[config.mk]
export PLATFORM = sky130hd
export DESIGN_NAME = alu_exec_unit
export DESIGN_NICKNAME = d
export VERILOG_FILES = /design/src/rtl/alu_pkg.sv /design/src/rtl/alu_seq_shifter.sv /design/src/rtl/alu_exec_unit.sv
export SDC_FILE = /design/constraint.sdc
export NUM_CORES = 1
export LEC_CHECK = 0
export CORE_MARGIN = 5
export CORE_UTILIZATION = 50
export DETAILED_ROUTE_END_ITERATION = 6
export DONT_BUFFER_PORTS = 1
export PLACE_DENSITY = 0.76
export SYNTH_ARGS = -nofsm -noshare
export SYNTH_HDL_FRONTEND = slang
export SYNTH_SLANG_ARGS = --single-unit
[constraint.sdc]
create_clock -name clk -period 7.9 [get_ports clk]
set_clock_uncertainty 0.05 [all_clocks]
set_input_delay 1.58 -clock clk [delete_from_list [all_inputs] [get_ports clk]]
set_output_delay 1.58 -clock clk [all_outputs]
set_load 0.03 [all_outputs]
[src/rtl/alu_pkg.sv]
// rtl/alu_pkg.sv - shared ALUOp codes, execute-stage states and datapath width
package alu_pkg;

   localparam int XLEN = 32;

   // ALUOp codes as produced by the control decoder; codes 1010-1111 execute as add
   typedef enum logic [3:0] {
      OP_ADD  = 4'b0000,
      OP_SUB  = 4'b0001,
      OP_AND  = 4'b0010,
      OP_OR   = 4'b0011,
      OP_XOR  = 4'b0100,
      OP_SLL  = 4'b0101,
      OP_SRL  = 4'b0110,
      OP_SRA  = 4'b0111,
      OP_SLT  = 4'b1000,
      OP_SLTU = 4'b1001
   } alu_op_t;

   typedef enum logic [1:0] {
      IDLE  = 2'd0,
      SHIFT = 2'd1,
      DONE  = 2'd2
   } exec_state_t;

endpackage

[src/rtl/alu_seq_shifter.sv]
// rtl/alu_seq_shifter.sv - iterative one-bit-per-cycle shifter with down-counter
module alu_seq_shifter #(
   parameter int XLEN = 32,
   parameter int SHW  = 5
) (
   input  logic            clk,
   input  logic            rst,
   input  logic            load,
   input  logic            step,
   input  logic [XLEN-1:0] load_value,
   input  logic [SHW-1:0]  load_amt,
   input  logic            dir_left,
   input  logic            arith,
   output logic [XLEN-1:0] step_value,
   output logic            done
);

   logic [XLEN-1:0] value_q;
   logic [SHW-1:0]  count_q;
   logic            left_q;
   logic            arith_q;

   // One-bit shift of the current value; right shifts fill with the MSB only for sra
   always_comb begin
      step_value = {value_q[XLEN-2:0], 1'b0};
      if (!left_q) begin
         step_value = {arith_q & value_q[XLEN-1], value_q[XLEN-1:1]};
      end
   end

   // done means the pending step is the last one, so the owner can latch step_value
   assign done = (count_q == SHW'(1));

   // Load operand/amount/mode on accept, then shift and count down once per step
   always_ff @(posedge clk) begin
      if (rst) begin
         value_q <= '0;
         count_q <= '0;
         left_q  <= 1'b0;
         arith_q <= 1'b0;
      end else if (load) begin
         value_q <= load_value;
         count_q <= load_amt;
         left_q  <= dir_left;
         arith_q <= arith;
      end else if (step && (count_q != '0)) begin
         value_q <= step_value;
         count_q <= count_q - SHW'(1);
      end
   end

endmodule

[src/rtl/alu_exec_unit.sv]
// rtl/alu_exec_unit.sv - execute-stage ALU with valid/ready handshakes and iterative shifts
module alu_exec_unit
   import alu_pkg::*;
#(
   parameter int XLEN = alu_pkg::XLEN
) (
   input  logic            clk,
   input  logic            rst,
   input  logic            in_valid,
   output logic            in_ready,
   input  logic [3:0]      alu_op,
   input  logic [XLEN-1:0] operand_a,
   input  logic [XLEN-1:0] operand_b,
   output logic            out_valid,
   input  logic            out_ready,
   output logic [XLEN-1:0] result,
   output logic            zero
);

   localparam int SHW = $clog2(XLEN);

   exec_state_t     state_q;
   exec_state_t     state_d;
   logic            accept;
   logic            is_shift;
   logic            sh_load;
   logic            sh_step;
   logic            sh_done;
   logic [SHW-1:0]  shamt;
   logic [XLEN-1:0] alu_value;
   logic [XLEN-1:0] imm_value;
   logic [XLEN-1:0] sh_value;
   logic [XLEN-1:0] result_q;
   logic            zero_q;

   assign in_ready  = (state_q == IDLE) && !rst;
   assign accept    = in_valid && in_ready;
   assign shamt     = operand_b[SHW-1:0];
   assign is_shift  = (alu_op == OP_SLL) || (alu_op == OP_SRL) || (alu_op == OP_SRA);
   assign out_valid = (state_q == DONE);
   assign result    = result_q;
   assign zero      = zero_q;

   // Single-cycle ALU; add is the fallback for shifts (handled elsewhere) and undefined codes
   always_comb begin
      alu_value = operand_a + operand_b;
      case (alu_op)
         OP_SUB:  alu_value = operand_a - operand_b;
         OP_AND:  alu_value = operand_a & operand_b;
         OP_OR:   alu_value = operand_a | operand_b;
         OP_XOR:  alu_value = operand_a ^ operand_b;
         OP_SLT:  alu_value = {{(XLEN-1){1'b0}}, ($signed(operand_a) < $signed(operand_b))};
         OP_SLTU: alu_value = {{(XLEN-1){1'b0}}, (operand_a < operand_b)};
         default: alu_value = operand_a + operand_b;
      endcase
      imm_value = is_shift ? operand_a : alu_value;
   end

   alu_seq_shifter #(
      .XLEN (XLEN),
      .SHW  (SHW)
   ) u_shifter (
      .clk        (clk),
      .rst        (rst),
      .load       (sh_load),
      .step       (sh_step),
      .load_value (operand_a),
      .load_amt   (shamt),
      .dir_left   (alu_op == OP_SLL),
      .arith      (alu_op == OP_SRA),
      .step_value (sh_value),
      .done       (sh_done)
   );

   // State register
   always_ff @(posedge clk) begin
      if (rst) begin
         state_q <= IDLE;
      end else begin
         state_q <= state_d;
      end
   end

   // Next-state and shifter control; a zero shift amount skips SHIFT entirely
   always_comb begin
      state_d = state_q;
      sh_load = 1'b0;
      sh_step = 1'b0;
      case (state_q)
         IDLE: begin
            if (accept) begin
               if (is_shift) begin
                  sh_load = 1'b1;
                  state_d = (shamt == '0) ? DONE : SHIFT;
               end else begin
                  state_d = DONE;
               end
            end
         end
         SHIFT: begin
            sh_step = 1'b1;
            if (sh_done) begin
               state_d = DONE;
            end
         end
         DONE: begin
            if (out_ready) begin
               state_d = IDLE;
            end
         end
         default: state_d = IDLE;
      endcase
   end

   // Result/zero register: written at accept for one-cycle ops, on the last shift step otherwise
   always_ff @(posedge clk) begin
      if (rst) begin
         result_q <= '0;
         zero_q   <= 1'b0;
      end else if (accept && !(is_shift && (shamt != '0))) begin
         result_q <= imm_value;
         zero_q   <= (imm_value == '0);
      end else if ((state_q == SHIFT) && sh_done) begin
         result_q <= sh_value;
         zero_q   <= (sh_value == '0);
      end
   end

endmodule

# Word-level counts from Yosys, hierarchy flattened
# Index checks and enable logic that the tools add are counted.
word_totals:
  reg_bits: 74
  inputBits: 72
  output_inout_bits: 35
  elab_cells: 71
op_classes:
  addsub: 3
  order_cmp: 2
  eq_ne: 15
  mux: 21
  bitwise: 4
  reduce_logical: 19
op_table:
  columns: ["op", "count"]
  rows:
  - ["two-way mux 32 bit", 6]
  - ["case mux 32 bit (6 select lines)", 1]
  - ["zero test 32 bit", 2]
  - ["< comparator 32 bit", 2]
  - ["adder 32 bit", 1]
  - ["AND 32 bit", 1]
  - ["bitwise OR 32 bit", 1]
  - ["subtractor 32 bit", 1]
  - ["XOR 32 bit", 1]
  - ["== test 4 x 3 -> 1 bit (second input constant)", 4]
  - ["two-way mux 2 bit", 5]
  - ["two-way mux 5 bit", 2]
  - ["nonzero test 5 bit", 2]
  - ["== test 4 x 2 -> 1 bit (second input constant)", 2]
  - ["== test 4 bit (second input constant)", 2]
  - ["logical AND 1 bit", 6]
  - ["two-way mux 1 bit", 6]
  - ["case mux 2 bit (3 select lines)", 1]
  - ["== test 5 x 1 -> 1 bit (second input constant)", 1]
  - ["zero test 5 bit", 1]
  - ["subtractor 5 x 1 -> 5 bit (second input constant)", 1]
  - ["== test 4 x 1 -> 1 bit (second input constant)", 1]
  - ["inequality test 2 bit (second input constant)", 2]
  - ["nonzero test 2 bit", 2]
  - ["8 further kinds", 10]

# Logic depth before layout (Yosys ltp)
# Gate-level depths: netlist (run 1).
logic_depth:
  depth_word: 7
  depth_mapped: 15

# Modules after synthesis
# Synthesis (run 1) repeated with hierarchy kept, for this count alone.
unflattened:
  cells_unflattened: 1466
  hier_area_um2: 10117.2
modules_own_cells:
  columns: ["mod", "n_inst", "cells_each", "area_per_inst_um2", "seq_area_each_um2"]
  rows:
  - ["alu_exec_unit", 1, 1191, 7816.2, 700.7]
  - ["alu_seq_shifter", 1, 275, 2301.0, 780.7]

# Worst setup path after synthesis (run 1)
# No wires, ideal clock.
synth_timing:
  path_type: "input to register"
  from: "in operand_a[8]"
  to: "reg zero_q (netlist: zero)"
  setup_time_ns: 0.060
  t_arrival_ns: 4.379
  path_slack_ns: 3.411
  path_stages: 14
  cell_sequence: "inv_1 ha_1 buf_6 or3_4 or4_4 a21oi_4 o311ai_4 a221o_1 nor2_1 o21ai_1 a2111o_1 nor4_2 nand4_1 nand2_1"
synth_via:
  elab_chain_len: 5
  elab_cells_between_ends: 11
  classes_between: "add/sub: 2; order compare: 2; mux: 3; bitwise: 3; reduce/logical: 1"
synth_rtl:
  columns: ["item", "line_no", "text"]
  rows:
  - ["start: declaration", "alu_exec_unit.sv:12", "input logic [XLEN-1:0] operand_a,"]
  - ["adder 32 bit (tied with other cells)", "alu_exec_unit.sv:54", "default: alu_value = operand_a + operand_b;"]
  - ["case mux 32 bit (6 select lines)", "alu_exec_unit.sv:47", "case (alu_op)"]
  - ["two-way mux 32 bit *", "alu_exec_unit.sv:56", "imm_value = is_shift ? operand_a : alu_value;"]
  - ["zero test 32 bit *", "alu_exec_unit.sv:122", "zero_q <= (imm_value == '0);"]
  - ["two-way mux 1 bit *", "alu_exec_unit.sv:120", "end else if (accept && !(is_shift && (shamt != '0))) begin"]
  - ["end signal: assignment", "alu_exec_unit.sv:122", null]
  - ["end signal: assignment", "alu_exec_unit.sv:125", "zero_q <= (sh_value == '0);"]
  - ["end: declaration", "alu_exec_unit.sv:34", "logic zero_q;"]
# Mark *: on every way between the ends. The rest lies on a longest branch, timed or not.
# A chain may end at the register's enable or synchronous reset.

# Worst setup path in the final report (run 1)
layout_timing:
  from: "in operand_b[2]"
  to: "reg zero_q (netlist: zero)"
layout_via:
  elab_chain_len: 5
  elab_cells_between_ends: 16
  classes_between: "add/sub: 2; order compare: 2; mux: 3; bitwise: 3; reduce/logical: 6"
layout_rtl:
  columns: ["item", "line_no", "text"]
  rows:
  - ["start: declaration", "alu_exec_unit.sv:13", "input logic [XLEN-1:0] operand_b,"]
  - ["adder 32 bit (tied with other cells)", "alu_exec_unit.sv:54", null]
  - ["case mux 32 bit (6 select lines) or logical AND 1 bit (tied branches)", "alu_exec_unit.sv:47, alu_exec_unit.sv:120", null]
  - ["two-way mux 32 bit or zero test 1 bit (tied branches)", "alu_exec_unit.sv:56, alu_exec_unit.sv:120", null]
  - ["zero test 32 bit or logical AND 1 bit (tied branches)", "alu_exec_unit.sv:122, alu_exec_unit.sv:120", null]
  - ["two-way mux 1 bit or nonzero test 2 bit (tied branches)", null, null]
# Several ways; a longest one is shown, not always the timed one.

==> impl_metrics.csv, run 1 <==
group,metric,value,unit
outcome,status,"complete, no violations",
clocking,hold_buffers,0,
cells_and_area,finalNetCount,1509,
placement,place.gp.congestion,1.05,
setup_path,path_class,"primary input to flop",
logic_synthesis,synthArstFlopShare,0,%
cells_and_area,ff_latch_area,0.00148,sq mm
drt,via_per_inst,6.74,
power,powerDensity,148,mW/mm^2
logic_synthesis,synth_top_area_share,15.3,%
timing,fin_crit,5.08,ns
power,peakVddDrop,0.113,mV
setup_path,worst_path_most_repeated_cell,"o21ai_1",
clocking,post_cts_resize_count,0,
clocking,clk_pin_slew,0.06,ns
drt,drtAntennaViolNets,0,
timing,min_period_over_period,64.3,%
hold_path,hp-start,"u_shifter.value_q[2]",
timing,hold_ws,0.409,ns
timing,setup_tns,0,ns
floorplan,fp.dieW,149,um
logic_synthesis,synth_area,0.00969,sq mm
logic_synthesis,syn_nets,1578,
logic_synthesis,synthTopCellsByCount,"nor2_1 (196), a21oi_1 (144), nand2_1 (113)",
logic_synthesis,synth_edf_count,0,
timing,tightest_slew,1.01,ns
global_route,grt_pass1_wl,57.3,mm
placement,io_buffers,0,
hold_path,worstHoldPathType,"flop to flop",
timing,slew_headroom,32.4,%
logic_synthesis,ys.flop_type,"dfxtp_1",
power,leakage,3.97,nW
cells_and_area,n_fill_cell,1981,
setup_path,path_max_fanout,12,
timing,finalSetupViolCount,0,
floorplan,design.core.area,0.0193,sq mm
logic_synthesis,synth_most_common_cell,"nor2_1",
setup_path,cp-startpoint,"operand_b[2]",
floorplan,fp.dieH,149,um
floorplan,ios,107,
logic_synthesis,synth_seq_cells,74,
timing,final_hold_viol_count,0,
clocking,tritoncts,"done",
clocking,cts_buffers,9,
logic_synthesis,netlist_top_cells_area,"dfxtp_1 (15%), ha_1 (13%), nor2_1 (7.6%)",
setup_path,worstReg2RegStart,"u_shifter.left_q",
setup_path,cp-end-kind,"flop",
floorplan,start_util,50.3,%
timing,grt_setup_unrepaired,"false",
global_route,grtUsageTotal,32.5,%
cells_and_area,fin_util,52.2,%
cells_and_area,multi_input_area,0.00742,sq mm
clocking,clk_latency,0.34,ns
setup_path,cp_top_family,"compound AO/OA/AOI/OAI gates",
setup_path,cp-start-kind,"primary input",
logic_synthesis,synthCells,1405,
global_route,antenna_found_initial,0,
timing,max_freq,197,MHz
clocking,cts_setup_buffers,0,
drt,remaining_drc_errors,0,
drt,routed_wl,37.8,mm
drt,drtIter0Drc,1184,
drt,routed-via-count,10800,
cells_and_area,diodes,0,
clocking,clock_sinks,74,
clocking,clk_path_buf_depth,2,
flow_run,maxCapViolCount,0,
placement,detailed_place_hpwl,28.4,mm
global_route,grt_pass1_vias,10000,
clocking,root_buffer,"clkbuf_16",
logic_synthesis,ys_seq_area_share,15.3,%
global_route,grt_overflow,0,
setup_path,cp_data_arrival_time,5.32,ns
logic_synthesis,synthDistinctLibCells,85,
setup_path,crit_buf_inv,1,
global_route,grt_max_degree,76,
logic_synthesis,yosys.area.top_type,"dfxtp_1",
floorplan,die-area,0.0223,sq mm
clocking,htree_levels,3,
timing,drv_slew,0,
setup_path,crit_required,8.14,ns
setup_path,critPathSlowestCell,"o311ai_0",
cells_and_area,area_delta_synth_final,3.77,%
setup_path,max_stage_delay,0.84,ns
logic_synthesis,synth_warnings,0,
drt,post_drt_wl_per_cell,23.5,um
cells_and_area,layout-drive-gt1-share,6.87,%
floorplan,rows,51,
setup_path,crit_chain,"inv_1, ha_1, o21ai_1, o21ba_2, a211o_1, o311ai_0, a21oi_1, xnor2_1, o21ai_1, a2111o_1, nor4_2, nand4_1, nand2_1",
logic_synthesis,syn_avg_cell_area,6.90,sq um
drt,drtPass1Iterations,6,
## stage by stage
step                      instance area [sq um]  total power, W  cells  setup WS [ns]
after floorplan                            9690        0.000899   1405           3.41
after global placement                     9750         0.00104   1590           2.62
after detailed placement                   9750         0.00104   1590           2.66
after CTS                                 10100         0.00147   1605           2.98
after global routing                      10100         0.00156   1605           2.70
final                                     10100         0.00148   1605           2.82
## kinds of logic (layout without fill, tap and decap cells)
logic type	after synthesis	in the layout	synth area share (%)
AND/OR/NAND/NOR	502	502	24.3
buffers and inverters	200	135	8.42
AO/OA/AOI/OAI	463	463	32.0
flip-flops	74	74	15.3
XOR/XNOR	26	26	2.35
multiplexers	39	39	4.42
adder cells (fa/ha/maj)	101	101	13.2
## report_power, final
group	internal (W)	switching (W)
logic	0.000215	0.000395
registers	0.000396	0.0000482
clock network	0.000273	0.000158
## placed cells by master, fill, tap and decap left out, types with 17 or more instances in the layout
master and n:
nand2_1 113, nor2b_1 17, ha_1 99, nor2_1 192, nor3_1 47, o21ai_0 71
o211ai_1 22, nor4_1 21, a22oi_1 33, a21oi_1 143, mux2_2 30, xnor2_1 25
o31ai_1 21, dfxtp_1 74, inv_1 104, or3_1 19, nand3_1 21
## area by class of cell
type / count / share of cell area, %
Sequential cell: 74 / 14.7
Inverter: 104 / 3.88
Multi-Input combinational cell: 1131 / 73.8
Clock buffer: 9 / 2.24
Tap cell: 265 / 3.30
Timing Repair Buffer: 16 / 1.19
Clock inverter: 6 / 0.821
## flip-flops by register name, indices dropped and copies added, names as in the netlist
signal / count
result: 32
u_shifter.count_q: 5
u_shifter.arith_q: 1
zero: 1
state_q: 2
u_shifter.value_q: 32
u_shifter.left_q: 1
## worst min-delay path, stage by stage, from the launching register on
cell and delay, ns:
dfxtp_1 0.31, nand2_1 0.05, a21oi_1 0.05
## metal layers
| layer | wire [um] | track usage [%] | vias to the layer above |
|---|---|---|---|
| li1 | - | - | 4964 |
| met1 | 14900 | 41.4 | 5049 |
| met2 | 16600 | 51.1 | 655 |
| met3 | 3870 | 7.51 | 155 |
| met4 | 2420 | 17.2 | 0 |
| met5 | 0 | 0 | - |
## final timing paths
kind,to,slack (ns),cells after the start
hold reg to reg,u_shifter.value_q[2],0.41,2
hold / removal,u_shifter.value_q[2],0.41,2
setup reg to reg,zero,4.68,8
setup / recovery,zero,2.82,13
Power figures use the tool's default switching activity.
==> inputs of run 2 (changes only) <==
- clock period: 7.9 -> 5 ns (I/O delays scaled with it)
==> impl_metrics.csv, run 2 (synthesis results as in run 1) <==
group,metric,value,unit
outcome,status,"complete, no violations",
cells_and_area,layout-drive-gt1-share,8.10,%
hold_path,worstHoldPathType,"flop to flop",
power,power.clock.fraction,25.8,%
clocking,htree_levels,3,
cells_and_area,n_fill_cell,1983,
setup_path,cp-start-kind,"primary input",
timing,tightest_slew,1.02,ns
drt,post_drt_wl_per_cell,23.6,um
drt,drtPass1Iterations,6,
clocking,root_buffer,"clkbuf_16",
drt,drtIter0Drc,1329,
floorplan,design.core.area,0.0193,sq mm
cells_and_area,area_delta_synth_final,4.67,%
flow_run,maxCapViolCount,0,
setup_path,cp_data_arrival_time,4.66,ns
clocking,post_cts_resize_count,0,
global_route,grt_overflow,0,
clocking,clk_pin_slew,0.06,ns
floorplan,start_util,50.3,%
power,peakVddDrop,0.184,mV
global_route,grtUsageTotal,33.1,%
timing,finalSetupViolCount,0,
drt,drtAntennaViolNets,0,
power,leakage,4.03,nW
cells_and_area,layout_common_cells,"nor2_1 (192), a21oi_1 (143), nand2_1 (113)",
setup_path,crit_chain,"inv_1, ha_1, nor2_1, nand3_1, a2111oi_0, buf_4, o31ai_1, o41ai_1, mux2i_1, a32oi_1, nand2b_1, nor4_2, nand4_1, nand2_1",
placement,place.gp.congestion,1.10,
clocking,clk_path_buf_depth,2,
drt,routed-via-count,11100,
cells_and_area,fin_util,52.6,%
cells_and_area,ff_latch_area,0.00148,sq mm
clocking,hold_buffers,0,
clocking,cts_buffers,9,
setup_path,crit_required,5.24,ns
global_route,antenna_found_initial,0,
clocking,clk_latency,0.34,ns
clocking,cts_setup_buffers,0,
power,p_switching,0.000966,W
drt,routed_wl,38.3,mm
timing,fin_crit,4.42,ns
setup_path,cp-end-kind,"flop",
setup_path,path_max_fanout,7,
hold_path,hold_path_depth,2,
power,pwr-share-comb,43.3,%
power,pwr-share-seq,30.9,%
timing,grt_setup_unrepaired,"false",
floorplan,rows,51,
placement,io_buffers,0,
drt,via_per_inst,6.85,
cells_and_area,final_common_cell,"nor2_1",
power,powerDensity,224,mW/mm^2
floorplan,ios,107,
timing,slew_headroom,31.7,%
timing,final_hold_viol_count,0,
setup_path,path_class,"primary input to flop",
setup_path,r2r_setup_slack,2.00,ns
timing,max_freq,226,MHz
cells_and_area,finalNetCount,1527,
clocking,tritoncts,"done",
global_route,grt_pass1_vias,10300,
floorplan,die-area,0.0223,sq mm
power,swShare,42.5,%
drt,remaining_drc_errors,0,
timing,setup_tns,0,ns
global_route,grt_pass1_wl,58.4,mm
setup_path,max_stage_delay,0.64,ns
timing,drv_slew,0,
floorplan,fp.dieW,149,um
timing,min_period_over_period,88.4,%
cells_and_area,diodes,0,
setup_path,critPathSlowestCell,"a2111oi_0",
setup_path,ff2ff_path_depth,8,
placement,detailed_place_hpwl,28.9,mm
global_route,grt_max_degree,76,
floorplan,fp.dieH,149,um
power,total_power,0.00227,W
cells_and_area,multi_input_area,0.00742,sq mm
power,p_int,0.00131,W
clocking,clock_sinks,74,
-- run 2: per-stage QoR --
step                      instance area, sq um  std cells  setup slack (ns)  hold WS, ns
after global routing                     10100       1623             0.496        0.434
after detailed placement                  9880       1608             0.447        0.404
after global placement                    9880       1608             0.398        0.396
after floorplan                           9690       1405              1.09        0.393
final                                    10100       1623             0.581        0.418
after CTS                                10100       1623             0.756        0.413
-- run 2: path summary, 6_finish.rpt --
kind | start | end
max reg2reg | u_shifter.left_q | zero
min reg2reg | u_shifter.value_q[3] | u_shifter.value_q[3]
min | u_shifter.value_q[3] | u_shifter.value_q[3]
max | operand_a[12] | zero
-- run 2: routing by layer --
layer | vias up | wire length (um) | global-route usage [%]
li1 | 5021 | - | -
met1 | 5125 | 14600 | 41.9
met2 | 805 | 16600 | 51.4
met3 | 168 | 4540 | 8.48
met4 | 0 | 2590 | 18.4
met5 | - | 0 | 0
-- run 2: layout make-up --
type,count,share of cell area [%]
flip-flops and latches,74,14.6
inverters,104,3.85
clock buffers,9,2.22
multi-input cells,1131,73.2
repair buffers,34,2.52
well taps,265,3.27
clock inverters,6,0.345
-- run 2: power groups by stage --
stage          Combinational, W  Clock, W  Sequential, W
6_report               0.000985  0.000587       0.000703
3_3_place_gp           0.000941         0       0.000714
5_1_grt                 0.00106  0.000611       0.000705
3_5_place_dp           0.000947         0       0.000714
2_1_floorplan          0.000719         0       0.000701
4_1_cts                0.000953  0.000584       0.000701
-- run 2: critical path: cells and delay by family --
family | cells | cell delay [ns]
buffers and inverters | 2 | 0.28
multiplexers | 1 | 0.26
AND/OR/NAND/NOR | 6 | 1.26
AO/OA/AOI/OAI | 4 | 1.48
adder cells (fa/ha/maj) | 1 | 0.38
==> inputs of run 3 (changes only) <==
- CORE_MARGIN: 5 -> default
==> impl_metrics.csv, run 3 (synthesis results as in run 1) <==
group,metric,value,unit
power,powerDensity,227,mW/mm^2
cells_and_area,finalNetCount,1526,
clocking,tritoncts,"done",
hold_path,hp-start,"u_shifter.value_q[13]",
drt,routed_wl,37.5,mm
placement,place.gp.congestion,1.01,
floorplan,die-area,0.0199,sq mm
setup_path,path_max_fanout,16,
clocking,htree_levels,3,
setup_path,r2r_end,"zero",
timing,hold_ws,0.416,ns
drt,drtIter0Drc,1215,
cells_and_area,fin_util,53.8,%
cells_and_area,ff_latch_area,0.00148,sq mm
clocking,root_buffer,"clkbuf_16",
setup_path,cp_data_arrival_time,4.61,ns
placement,io_buffers,0,
power,leakage,4.03,nW
global_route,grtUsageTotal,37.4,%
timing,setup_tns,0,ns
power,total_power,0.00230,W
setup_path,cp-start-kind,"primary input",
timing,min_period_over_period,88.5,%
global_route,grt_pass1_wl,58.1,mm
cells_and_area,layout-drive-gt1-share,7.68,%
global_route,grt_overflow,0,
global_route,grt_pass1_vias,10300,
drt,drtPass1Iterations,6,
timing,layout_setup_ws,0.576,ns
timing,finalSetupViolCount,0,
drt,remaining_drc_errors,0,
floorplan,rows,50,
drt,drtAntennaViolNets,0,
global_route,antenna_found_initial,0,
power,peakVddDrop,0.193,mV
hold_path,worstHoldPathType,"flop to flop",
placement,placement.setup.worst_slack,0.406,ns
clocking,clock_sinks,74,
flow_run,maxCapViolCount,0,
placement,detailed_place_hpwl,28.6,mm
drt,routed-via-count,10900,
drt,post_drt_wl_per_cell,23.2,um
floorplan,ios,107,
timing,final_hold_viol_count,0,
clocking,cts_setup_buffers,0,
timing,drv_slew,0,
cells_and_area,final_common_cell,"nor2_1",
hold_path,min_to,"u_shifter.value_q[13]",
hold_path,hold_path_depth,2,
clocking,clk_pin_slew,0.06,ns
setup_path,crit_required,5.18,ns
clocking,clk_path_buf_depth,2,
cells_and_area,area_delta_synth_final,4.56,%
clocking,post_cts_resize_count,0,
floorplan,fp.dieW,141,um
clocking,clk_latency,0.34,ns
cells_and_area,diodes,0,
floorplan,start_util,51.5,%
global_route,grt_max_degree,76,
timing,max_freq,226,MHz
timing,grt_setup_unrepaired,"false",
outcome,status,"complete, no violations",
timing,fin_crit,4.42,ns
setup_path,cp-end-kind,"flop",
timing,slew_headroom,28.7,%
floorplan,design.core.area,0.0188,sq mm
setup_path,path_class,"primary input to flop",
cells_and_area,n_fill_cell,1881,
setup_path,ff2ff_path_depth,7,
setup_path,r2r_setup_slack,1.82,ns
setup_path,worstReg2RegStart,"u_shifter.left_q",
timing,tightest_slew,1.06,ns
cells_and_area,multi_input_area,0.00742,sq mm
clocking,cts_buffers,9,
floorplan,fp.dieH,141,um
drt,via_per_inst,6.77,
clocking,hold_buffers,0,
cells_and_area,layout_common_cells,"nor2_1 (192), a21oi_1 (143), nand2_1 (113)",
## run 3: changes by cell type in the layout (fill, tap and decap cells not counted)
cell / delta
buf_4: -1
bufinv_16: +1
clkbuf_1: +2
clkinv_2: -4
clkinvlp_4: -2
## run 3: worst max-delay path: stages
cell and delay (ns):
inv_1 0.02, ha_1 0.50, nor4_1 0.98, a2111oi_0 0.32, buf_4 0.22, a21oi_2 0.25, o21ai_1 0.21, xnor2_1 0.17
a221oi_1 0.62, nor4_1 0.13, nand4_1 0.13, nand2_1 0.05
## run 3: area by class of cell
class	instances	share of cell area, %
well taps	260	3.21
inverters	104	3.85
clock buffers	11	2.30
repair buffers	33	2.45
clock inverters	1	0.296
flip-flops and latches	74	14.6
multi-input cells	1131	73.3
## run 3: per-layer routing
| layer | vias to the layer above | global-route usage (%) | wire (um) | share of wire (%) |
|---|---|---|---|---|
| li1 | 5000 | - | - | - |
| met4 | 0 | 21.1 | 2200 | 5.9 |
| met3 | 147 | 7.71 | 3750 | 10 |
| met5 | - | 0 | 0 | 0 |
| met2 | 670 | 59.5 | 16700 | 45 |
| met1 | 5103 | 47.1 | 14800 | 39 |
## run 3: report_power, final
| part | total [W] | switching [W] | internal, W |
|---|---|---|---|
| clock network | 0.000610 | 0.000234 | 0.000375 |
| registers | 0.000704 | 0.0000775 | 0.000626 |
| logic | 0.000983 | 0.000628 | 0.000355 |
| total | 0.00230 | 0.000940 | 0.00136 |
## run 3: per-stage QoR
step / cells / cell area [sq um]
CTS: 1614 / 10100
detailed placement: 1602 / 9870
global route: 1614 / 10100
floorplan: 1405 / 9690
global placement: 1602 / 9870
finish: 1614 / 10100
## run 3: how the worst max path moves through the flow
stage | from | to | slack, ns | depth (start not counted)
final | operand_a[18] | zero | 0.58 | 12
after global routing | operand_a[0] | zero | 0.48 | 15
after CTS | operand_a[0] | zero | 0.73 | 13
after detailed placement | operand_a[0] | zero | 0.41 | 13
after global placement | operand_a[0] | zero | 0.46 | 13
after floorplan | operand_a[8] | zero | 1.09 | 14
